### src/rtl/fetch_pkg.sv
// fetch_pkg: shared types and constants for the instruction-fetch sequencer.
//   - fetch_state_e : sequencer states (request, wait for data, hold for ID)
//   - redir_src_e   : which redirect source won arbitration this cycle
//   - DEF_RESET_PC / DEF_EXC_VEC : default reset PC and exception vector
//   - is_misaligned : true when an instruction address is not word aligned
package fetch_pkg;

  localparam logic [31:0] DEF_RESET_PC = 32'hbfc0_0000;
  localparam logic [31:0] DEF_EXC_VEC  = 32'hbfc0_0380;

  typedef enum logic [1:0] {
    S_REQ  = 2'd0,
    S_WAIT = 2'd1,
    S_HOLD = 2'd2
  } fetch_state_e;

  typedef enum logic [2:0] {
    SRC_NONE   = 3'd0,
    SRC_EXC    = 3'd1,
    SRC_ERET   = 3'd2,
    SRC_JUMP   = 3'd3,
    SRC_BRANCH = 3'd4
  } redir_src_e;

  function automatic logic is_misaligned(input logic [31:0] addr);
    return (addr[1:0] != 2'b00);
  endfunction

endpackage

### src/rtl/redirect_sel.sv
// redirect_sel: combinational priority selector for PC redirects.
// Priority exp_handle > eret > jump > branch.
// Ports:
//   exp_handle, eret, jump, branch : redirect requests
//   epc, jump_addr, branch_addr    : redirect targets
//   redir_valid      : some redirect requested this cycle
//   redir_target     : target of the winning request
//   redir_misaligned : winning target is not word aligned
module redirect_sel
  import fetch_pkg::*;
#(
  parameter logic [31:0] EXC_VEC = DEF_EXC_VEC
) (
  input  logic        exp_handle,
  input  logic        eret,
  input  logic [31:0] epc,
  input  logic        jump,
  input  logic [31:0] jump_addr,
  input  logic        branch,
  input  logic [31:0] branch_addr,
  output logic        redir_valid,
  output logic [31:0] redir_target,
  output logic        redir_misaligned
);

  redir_src_e src;

  // Pick the highest-priority active redirect source.
  always_comb begin
    src = SRC_NONE;
    if (exp_handle) begin
      src = SRC_EXC;
    end else if (eret) begin
      src = SRC_ERET;
    end else if (jump) begin
      src = SRC_JUMP;
    end else if (branch) begin
      src = SRC_BRANCH;
    end else begin
      src = SRC_NONE;
    end
  end

  // Map the winning source to its target address.
  always_comb begin
    redir_target = 32'h0000_0000;
    case (src)
      SRC_EXC:    redir_target = EXC_VEC;
      SRC_ERET:   redir_target = epc;
      SRC_JUMP:   redir_target = jump_addr;
      SRC_BRANCH: redir_target = branch_addr;
      default:    redir_target = 32'h0000_0000;
    endcase
  end

  assign redir_valid      = (src != SRC_NONE);
  assign redir_misaligned = is_misaligned(redir_target);

endmodule

### src/rtl/fetch_ctrl.sv
// fetch_ctrl: IF-stage fetch sequencer. Owns the PC, drives an SRAM-like
// instruction bus with at most one outstanding transaction, resolves
// redirects against in-flight fetches and hands one registered instruction
// per handshake to ID.
// Ports:
//   clk, rst (async, active-low)
//   exp_handle / eret+epc / jump+jump_addr / branch+branch_addr : redirects
//   id_stall     : ID cannot accept the held instruction
//   inst_req, inst_addr, inst_addr_ok, inst_data_ok, inst_rdata : bus
//   if_valid, if_pc, if_inst, if_pc_exp : instruction towards ID
//   busy         : a bus transaction is in REQ or WAIT
// Optional macro PERF_CNT_EN adds fetch_cnt / bubble_cnt counters.
module fetch_ctrl
  import fetch_pkg::*;
#(
  parameter logic [31:0] RESET_PC = DEF_RESET_PC,
  parameter logic [31:0] EXC_VEC  = DEF_EXC_VEC
) (
  input  logic        clk,
  input  logic        rst,
  input  logic        exp_handle,
  input  logic        eret,
  input  logic [31:0] epc,
  input  logic        jump,
  input  logic [31:0] jump_addr,
  input  logic        branch,
  input  logic [31:0] branch_addr,
  input  logic        id_stall,
  output logic        inst_req,
  output logic [31:0] inst_addr,
  input  logic        inst_addr_ok,
  input  logic        inst_data_ok,
  input  logic [31:0] inst_rdata,
  output logic        if_valid,
  output logic [31:0] if_pc,
  output logic [31:0] if_inst,
  output logic        if_pc_exp,
  output logic        busy
`ifdef PERF_CNT_EN
  ,
  output logic [31:0] fetch_cnt,
  output logic [31:0] bubble_cnt
`endif
);

  fetch_state_e state;
  logic [31:0]  pc_q;
  logic         redir_pend;
  logic [31:0]  pend_target;
  logic         redir_valid;
  logic [31:0]  redir_target;
  logic         redir_misaligned;

  redirect_sel #(.EXC_VEC(EXC_VEC)) u_redirect_sel (
    .exp_handle       (exp_handle),
    .eret             (eret),
    .epc              (epc),
    .jump             (jump),
    .jump_addr        (jump_addr),
    .branch           (branch),
    .branch_addr      (branch_addr),
    .redir_valid      (redir_valid),
    .redir_target     (redir_target),
    .redir_misaligned (redir_misaligned)
  );

  assign inst_addr = pc_q;
  assign busy      = (state != S_HOLD);

  // Fetch sequencer: PC, bus request and the registered ID-side outputs.
  always_ff @(posedge clk or negedge rst) begin
    if (!rst) begin
      state       <= S_REQ;
      pc_q        <= RESET_PC;
      redir_pend  <= 1'b0;
      pend_target <= 32'h0000_0000;
      inst_req    <= 1'b0;
      if_valid    <= 1'b0;
      if_pc       <= 32'h0000_0000;
      if_inst     <= 32'h0000_0000;
      if_pc_exp   <= 1'b0;
    end else begin
      case (state)
        S_REQ: begin
          if (!inst_req) begin
            // Nothing on the bus yet, so a redirect can retarget pc_q directly.
            if (redir_valid) begin
              pc_q     <= redir_target;
              inst_req <= !redir_misaligned;
            end else if (is_misaligned(pc_q)) begin
              // Misaligned PC: no bus access, deliver an AdEL marker instead.
              state     <= S_HOLD;
              if_valid  <= 1'b1;
              if_pc     <= pc_q;
              if_inst   <= 32'h0000_0000;
              if_pc_exp <= 1'b1;
            end else begin
              inst_req <= 1'b1;
            end
          end else begin
            // Address must stay stable until accepted; remember the redirect.
            if (redir_valid) begin
              redir_pend  <= 1'b1;
              pend_target <= redir_target;
            end
            if (inst_addr_ok) begin
              inst_req <= 1'b0;
              state    <= S_WAIT;
            end
          end
        end
        S_WAIT: begin
          if (inst_data_ok) begin
            // A same-cycle redirect is newer than any latched one.
            if (redir_valid) begin
              pc_q       <= redir_target;
              inst_req   <= !redir_misaligned;
              redir_pend <= 1'b0;
              state      <= S_REQ;
            end else if (redir_pend) begin
              pc_q       <= pend_target;
              inst_req   <= !is_misaligned(pend_target);
              redir_pend <= 1'b0;
              state      <= S_REQ;
            end else begin
              if_valid  <= 1'b1;
              if_pc     <= pc_q;
              if_inst   <= inst_rdata;
              if_pc_exp <= 1'b0;
              state     <= S_HOLD;
            end
          end else if (redir_valid) begin
            redir_pend  <= 1'b1;
            pend_target <= redir_target;
          end
        end
        S_HOLD: begin
          if (redir_valid) begin
            if_valid <= 1'b0;
            pc_q     <= redir_target;
            inst_req <= !redir_misaligned;
            state    <= S_REQ;
          end else if (!id_stall) begin
            if_valid <= 1'b0;
            pc_q     <= pc_q + 32'd4;
            inst_req <= !is_misaligned(pc_q + 32'd4);
            state    <= S_REQ;
          end
        end
        default: begin
          state    <= S_REQ;
          inst_req <= 1'b0;
          if_valid <= 1'b0;
        end
      endcase
    end
  end

`ifdef PERF_CNT_EN
  // Count instructions taken by ID and cycles where ID was starved.
  always_ff @(posedge clk or negedge rst) begin
    if (!rst) begin
      fetch_cnt  <= 32'h0000_0000;
      bubble_cnt <= 32'h0000_0000;
    end else begin
      if (if_valid && !id_stall && !redir_valid) begin
        fetch_cnt <= fetch_cnt + 32'd1;
      end
      if (!if_valid && !id_stall) begin
        bubble_cnt <= bubble_cnt + 32'd1;
      end
    end
  end
`endif

endmodule

### config.mk
export PLATFORM = sky130hd
export DESIGN_NAME = fetch_ctrl
export DESIGN_NICKNAME = d
export VERILOG_FILES = /design/src/rtl/fetch_pkg.sv /design/src/rtl/redirect_sel.sv /design/src/rtl/fetch_ctrl.sv
export SDC_FILE = /design/constraint.sdc
export NUM_CORES = 1
export LEC_CHECK = 0
export BUFFER_PORTS_ARGS = -buffer_cell sky130_fd_sc_hd__buf_2
export CORE_MARGIN = 10
export CORE_UTILIZATION = 48
export DETAILED_ROUTE_END_ITERATION = 8
export MAX_ROUTING_LAYER = met4
export PLACE_DENSITY_LB_ADDON = 0.2
export SYNTH_ARGS = -nofsm -noshare
export SYNTH_HDL_FRONTEND = slang
export SYNTH_SLANG_ARGS = --single-unit
### constraint.sdc
create_clock -name clk -period 2.7 [get_ports clk]
set_input_delay 0.27 -clock clk [delete_from_list [all_inputs] [get_ports clk]]
set_output_delay 0.27 -clock clk [all_outputs]
set_load 0.05 [all_outputs]
==> metrics.md, run 1 <==
| Metric | Value |
|---|---|
| Highest-delay cell along the critical path | sky130_fd_sc_hd__dfrtp_1 |
| Die ar. | 20500 um2 |
| Flip-flop and latch count after synthesis | 134 |
| WL/cell | 19.61 um |
| Buffers added on ports | 236 |
| Number of buffers on the longest clock path | 2 |
| Worst-case register-to-register setup slack | 0.31 ns |
| Area of combinational cells with multiple inputs | 3620 um2 |
| Number of fillers in the final layout | 1284 |
| Worst setup path startpoint | state[1]$_DFFE_PN0P_ |
| Transition time at the pin with the least slew margin | 0.6483 ns |
| Latest clock arrival within the worst-skew pair | 0.41 ns |
| Number of distinct standard cells referenced by the synthesized netlist | 67 |
| H-tree depth | 4 |
| RSZ-0062 raised after global routing | false |
| Logic depth of the worst path, buffers included | 9 |
| Worst setup skew after layout | 0.006766 ns |
| Share of flip-flops with an asynchronous set or reset | 100.0% |
| Final number of max-transition violations | 0 |
| Overall fraction of global-route tracks in use | 23.10% |
| Tcrit/Tclk final | 88.56% |
| Outcome | complete, no violations |
| Sequential share of power | 30.2% |
| Net switching power | 5998 uW |
| TritonCTS clock tree | yes |
| Vias after detailed routing | 7030 |
| End of the worst register-to-register path | inst_addr[11]$_DFFE_PN0P_ |
| Post-CTS setup buffer count | 0 |
| Setup violation total in the final timing report | 0 |
| Top cells by area, synth | sky130_fd_sc_hd__dfrtp_1 (43%), sky130_fd_sc_hd__o21ai_0 (6.3%), sky130_fd_sc_hd__mux2_2 (5.1%) |
| Netlist area before placement | 7283 um2 |
| Number of antenna violations at the first check in global routing | 0 |
| Number of antenna-violating nets in the routed design | 0 |
| Congestion Overflow GR | 0 |
| Type of the worst setup path | reg2reg |
| Count of buffering cells on the critical path with inverters included | 3 |
| Post-synthesis sequential area ratio | 46.19% |
| Dominant delay contributor by cell family on the critical path | simple AND/OR/NAND/NOR gates |
| Sink count of the clock tree | 134 |
| Total power density per cell area | 1291 nW/um2 |
| DRC violation count after routing | 0 |
| Max Fanout on Critical Path | 19 |
| Sw Share | 49.59% |
| Number of max-cap violations | 0 |
| Worst Reg-to-Reg Cells | 9 |
| Simple logic cell fraction of the synthesized area | 16.73% |
| Tmin final | 2.391 ns |
| Setup TNS | 0 ns |
| Routability congestion estimate from global placement | 0.9199 |
| Crit-path most repeated cell | sky130_fd_sc_hd__inv_1 |
| Post-DP HPWL | 18150 um |
| Layout cells sized above 1 | 35.53% |
| Area taken by flip-flops and latches | 3364 um2 |
| Hold Crit Depth | 2 |
| Cell-internal power | 6098 uW |
| Starting utilization of the core area | 49.55% |
| Number of nets in the synthesized netlist | 913 |
| Clock-pin slew reported for the worst setup and hold paths after clock tree synthesis | 0.06 ns |
| Number of inserted diodes | 0 |
| Crit start category | flip-flop |
| Detailed-routing iteration count for the pre-antenna-repair pass | 6 |
| Area growth, synth to finish | 28.64% |
| Placement Rows | 44 |
| Leakage Power | 0.004546 uW |
| Startpoint of the worst register-to-register path | state[1]$_DFFE_PN0P_ |
| CTS root buf | sky130_fd_sc_hd__clkbuf_16 |
| Number of buffers created by CTS | 17 |
| Final core occ | 63.74% |
| WL final | 23590 um |
| Largest family of logic cells by synthesized area | compound AO/OA/AOI/OAI gates |
| Relative contribution of the clock network to total power | 18.8% |
| Maximum VDD drop | 0.5027 mV |
| Crit path to | inst_addr[11]$_DFFE_PN0P_ |
| Xor and xnor area share after synthesis | 0.3608% |
| First-pass GRT wire length | 37020 um |
| Critical path, cell by cell | inv_1 -> ha_1 -> inv_1 -> nor3_2 -> nor2_1 -> nand2_1 -> buf_4 -> a21oi_1 -> o21ai_0 |
| Net count of the finished layout | 1148 |
| Drt initial violations | 508 |
| Post-synthesis mux area share | 6.614% |
| Synthesized area divided by synthesized cell count | 9.446 um2 |
| Vias in the first global route | 6941 |
| Total Power Consumption | 12100 uW |
| Largest stage delay, worst path | 0.42 ns |
| Adder-cell area share of the yosys netlist | 0.8590% |
| Fraction of the mapped netlist area in compound gates | 24.98% |
| Count of warnings emitted by yosys | 0 |
| Crit path arrival time | 2.72 ns |
| Count of boundary I/O pins | 237 |
| Floorplan die height | 143.2 um |
| Endpoint type of the worst setup path | flip-flop |
| Post-synth top area share | 42.95% |
| Number of synthesized flops with an enable pin | 0 |
| Standard cell core area | 14700 um2 |
| Hold buffer count at CTS | 1 |
| Post-cts resize count | 0 |
| Biggest area consumer among synthesized cells | sky130_fd_sc_hd__dfrtp_1 |
| Slew Limit Headroom | 56.45% |
| Vias per cell | 5.844 |
| Gate power share | 51.0% |
| Synthesized netlist cell count | 771 |
| Maximum number of pins on one net before global-route repair | 68 |
| Fmax | 418.2 MHz |
| Most frequent cell after synthesis | sky130_fd_sc_hd__dfrtp_1 |
| Die W | 143.2 um |
| Count of endpoints failing hold in the final timing report | 0 |
| Required time of the worst setup path | 3.03 ns |
| Leading register cell type out of synthesis | sky130_fd_sc_hd__dfrtp_1 |
| Top post-synthesis cells by count | sky130_fd_sc_hd__dfrtp_1 (125), sky130_fd_sc_hd__nand2_1 (95), sky130_fd_sc_hd__o21ai_0 (91) |
| Path category of the worst min-delay check | in2reg |
## power groups by stage
stage          Combinational, uW  Sequential (uW)  Clock (uW)
6_report                    6160             3650        2280
5_1_grt                     6610             3770        2410
4_1_cts                     6160             3640        2320
3_5_place_dp                6140             3670           0
3_3_place_gp                6120             3620           0
2_1_floorplan               2280             5620           0
## how the worst min path moves through the flow
stage                               from                       to  slack [ns]
final                     inst_rdata[22]  if_inst[22]$_DFFE_PN0P_        0.07
after global routing      inst_rdata[28]  if_inst[28]$_DFFE_PN0P_        0.06
after CTS                 inst_rdata[22]  if_inst[22]$_DFFE_PN0P_        0.06
after detailed placement             rst  if_inst[15]$_DFFE_PN0P_        0.28
after global placement               rst     if_pc[7]$_DFFE_PN0P_        0.28
after floorplan                      rst   if_inst[0]$_DFFE_PN0P_       -0.03
## state kept, by name, indices dropped and copies added (netlist names)
name,count
redir_pend,1
state,2
if_valid,1
pend_target,32
if_pc,32
inst_req,1
inst_addr,32
if_inst,32
if_pc_exp,1
## layout by cell type, fill, tap and decap left out, drive strengths merged, types with 6 or more instances in the layout
| cell type | count |
|---|---|
| a211oi | 8 |
| a21oi | 67 |
| a222oi | 10 |
| a22o | 40 |
| a31oi | 12 |
| buf | 271 |
| clkbuf | 18 |
| dfrtp | 125 |
| dfstp | 9 |
| inv | 14 |
| mux2 | 33 |
| mux2i | 11 |
| nand2 | 95 |
| nand2b | 14 |
| nand3 | 11 |
| nand4 | 6 |
| nor2 | 44 |
| nor2b | 8 |
| nor3 | 17 |
| nor4 | 8 |
| o21ai | 93 |
| o22ai | 6 |
| o31ai | 8 |
## cell families (layout without fill, tap and decap cells)
logic type                 after synthesis  count (layout)
DFF                                    134             134
AOI/OAI and AO/OA                      282             282
adders and majority gates                5               5
buffers and inverters                   67             315
xor gates and xnor gates                 3               3
muxes                                   44              44
and+or+nand+nor                        236             236
## cell type report
cell class / instances / share of cell area [%]
multi-input combinational: 570 / 38.64
sequential: 134 / 35.91
timing repair buffer: 272 / 16.25
clock buffer: 18 / 4.687
tap: 184 / 2.457
clock inverter: 14 / 1.616
inverter: 11 / 0.4407
## layer usage
metal | share of wire (%) | wire, um | GRT usage, % | up-vias
met2 | 43 | 10030 | 32.63 | 364
met3 | 8.0 | 1887 | 5.274 | 26
met1 | 48 | 11360 | 32.06 | 3306
li1 | - | - | - | 3334
met5 | 0 | 0 | - | -
met4 | 1.3 | 307 | 7.383 | 0
## through the flow
step | area [um2] | std cells | setup WS [ns] | hold WS [ns]
global placement | 8768 | 1170 | 0.3795 | 0.2799
CTS | 9369 | 1203 | 0.3331 | 0.05508
floorplan | 7283 | 771 | 0.2405 | -0.02559
global route | 9369 | 1203 | 0.04759 | 0.05959
finish | 9369 | 1203 | 0.3089 | 0.06923
detailed placement | 8768 | 1170 | 0.2848 | 0.2798
Note: power is estimated with default switching activity, not from simulation.
==> run 2: changes to the inputs <==
clock period = 2.5 ns   (was 2.7 ns; I/O delays follow)
==> run 2 against run 1 <==
Against the previous run:
- cell count grew 0.91%
- critical path type unchanged
- global-route usage grew 0.065 points
- clock power grew 16%
- first-iteration DRC count grew 18%
==> metrics.md, run 2 (same netlist as run 1, synthesis figures left out) <==
| Metric | Value |
|---|---|
| Net count of the finished layout | 1159 (+0.96%) |
| Standard cell core area | 14700 um2 (unchanged) |
| Dominant delay contributor by cell family on the critical path | simple AND/OR/NAND/NOR gates |
| WL final | 23620 um (+0.15%) |
| Setup violation total in the final timing report | 0 (unchanged) |
| Transition time at the pin with the least slew margin | 0.8481 ns (+0.1997 ns) |
| Vias per cell | 5.799 (-0.77%) |
| Post-DP Area | 8864 um2 (+1.1%) |
| Layout cells sized above 1 | 36.12% (+0.59 points) |
| Most frequent cells in the layout | sky130_fd_sc_hd__buf_2 (235), sky130_fd_sc_hd__dfrtp_1 (125), sky130_fd_sc_hd__nand2_1 (95) |
| Crit-path most repeated cell | sky130_fd_sc_hd__nand2_1 |
| Fmax | 439.9 MHz (+5.2%) |
| Maximum VDD drop | 0.6673 mV (+33%) |
| Number of fillers in the final layout | 1280 (-0.31%) |
| Cell area after layout | 9512 um2 (+1.5%) |
| Sink count of the clock tree | 134 (unchanged) |
| Count of boundary I/O pins | 237 (unchanged) |
| Die W | 143.2 um (unchanged) |
| Type of the worst setup path | reg2reg |
| Crit path arrival time | 2.58 ns (-0.14 ns) |
| Area taken by flip-flops and latches | 3364 um2 (unchanged) |
| Worst setup skew after layout | 0.008261 ns (+0.001494 ns) |
| Startpoint of the worst register-to-register path | inst_addr[3]$_DFFE_PN0P_ |
| Maximum number of pins on one net before global-route repair | 77 (+13%) |
| Most common library cell in the layout ignoring fill and taps | sky130_fd_sc_hd__buf_2 |
| Number of antenna-violating nets in the routed design | 0 (unchanged) |
| Number of buffers on the longest clock path | 2 (unchanged) |
| Fin Hold WS | 0.04421 ns (-0.02502 ns) |
| Clock-pin slew reported for the worst setup and hold paths after clock tree synthesis | 0.06 ns (about the same) |
| First-pass GRT wire length | 37030 um (about the same) |
| Latest clock arrival within the worst-skew pair | 0.42 ns (about the same) |
| Die ar. | 20500 um2 (unchanged) |
| Number of inserted diodes | 0 (unchanged) |
| Post-cts resize count | 0 (unchanged) |
| Area of combinational cells with multiple inputs | 3620 um2 (unchanged) |
| Final number of max-transition violations | 0 (unchanged) |
| Detailed-routing iteration count for the pre-antenna-repair pass | 5 (-1) |
| Vias after detailed routing | 7040 (+0.14%) |
| Tmin final | 2.273 ns (-0.1179 ns) |
| Largest stage delay, worst path | 0.47 ns (+0.05 ns) |
| WL/cell | 19.46 um (-0.76%) |
| Placement Rows | 44 (unchanged) |
| Number of max-cap violations | 0 (unchanged) |
| Post-DP HPWL | 18170 um (+0.11%) |
| Tcrit/Tclk final | 90.93% (+2.4 points) |
| DRC violation count after routing | 0 (unchanged) |
| Number of buffers created by CTS | 17 (unchanged) |
| Starting utilization of the core area | 49.55% (unchanged) |
| Slew Limit Headroom | 43.22% (-13 points) |
| Area growth, synth to finish | 30.60% |
| H-tree depth | 4 (unchanged) |
| Final core occ | 64.71% (+0.97 points) |
| RSZ-0062 raised after global routing | false |
| Crit start category | flip-flop |
| Routability congestion estimate from global placement | 0.9075 (-1.3%) |
| Floorplan die height | 143.2 um (unchanged) |
| Required time of the worst setup path | 2.81 ns (-0.22 ns) |
| Setup TNS | 0 ns (unchanged) |
| Count of buffering cells on the critical path with inverters included | 0 (-3) |
| Total power density per cell area | 1405 nW/um2 (+8.8%) |
| Leakage Power | 0.004638 uW (+2.0%) |
| TritonCTS clock tree | yes |
| Endpoint type of the worst setup path | flip-flop |
| Number of antenna violations at the first check in global routing | 0 (unchanged) |
| Count of endpoints failing hold in the final timing report | 0 (unchanged) |
| Critical path, cell by cell | ha_1 -> nand2_1 -> nor4_4 -> nand2_1 -> and4_1 -> or4_1 -> a22o_1 |
| Source of the worst hold timing path | inst_rdata[0] |
| Highest-delay cell along the critical path | sky130_fd_sc_hd__or4_1 |
| Congestion Overflow GR | 0 (unchanged) |
| Outcome | complete, no violations |
| Worst setup path startpoint | inst_addr[3]$_DFFE_PN0P_ |
| Overall fraction of global-route tracks in use | 23.17% (+0.065 points) |
| Max Fanout on Critical Path | 6 (-13) |
| Post-CTS setup buffer count | 0 (unchanged) |
| Drt initial violations | 601 (+18%) |
| Vias in the first global route | 6964 (+0.33%) |
| Path category of the worst min-delay check | in2reg |
| Buffers added on ports | 236 (unchanged) |
| CTS root buf | sky130_fd_sc_hd__clkbuf_16 |
run 2: layout make-up:
cell class	count	area share [%]
well taps	184	2.420
inverters	11	0.4341
multi-input cells	570	38.06
repair buffers	283	17.01
clock buffers	23	5.235
clock inverters	9	1.473
flip-flops and latches	134	35.37
run 2: metal layers:
metal,up-vias,GRT usage (%),wire length [um]
met2,359,33.37,10160
met5,-,-,0
met4,0,6.189,308
met1,3298,31.89,11200
li1,3359,-,-
met3,24,5.539,1955
run 2: through the flow:
stage / power, uW / instances / worst slack [ns]
2_1_floorplan: 8540 / 771 / 0.04049
3_3_place_gp: 10620 / 1181 / 0.1944
3_5_place_dp: 10710 / 1181 / 0.1596
4_1_cts: 13400 / 1214 / 0.1496
5_1_grt: 14120 / 1214 / 0.03008
6_report: 13360 / 1214 / 0.2267
run 2: final timing paths:
path	to	slack, ns	cells past startpoint
setup / recovery	inst_addr[16]$_DFFE_PN0P_	0.23	7
hold / removal	if_inst[0]$_DFFE_PN0P_	0.04	2
setup reg to reg	inst_addr[16]$_DFFE_PN0P_	0.23	7
hold reg to reg	pend_target[20]$_DFFE_PN0P_	0.47	2
max in group asynchronous	if_inst[23]$_DFFE_PN0P_	1.39	3
min in group asynchronous	if_pc[15]$_DFFE_PN0P_	0.44	2
run 2: what timing repair did:
item	4_1_cts	5_1_grt
hold endpoints to repair	64	0
hold buffers	1	0
endpoints found under the setup margin	0	1
run 2: where the power goes:
| group | total (uW) | switching [uW] | internal [uW] | leakage [uW] |
|---|---|---|---|---|
| Clock | 2640 | 933 | 1710 | 0.000306 |
| Combinational | 6790 | 4740 | 2050 | 0.00261 |
| Sequential | 3930 | 803 | 3130 | 0.00172 |
| Total | 13400 | 6480 | 6890 | 0.00464 |
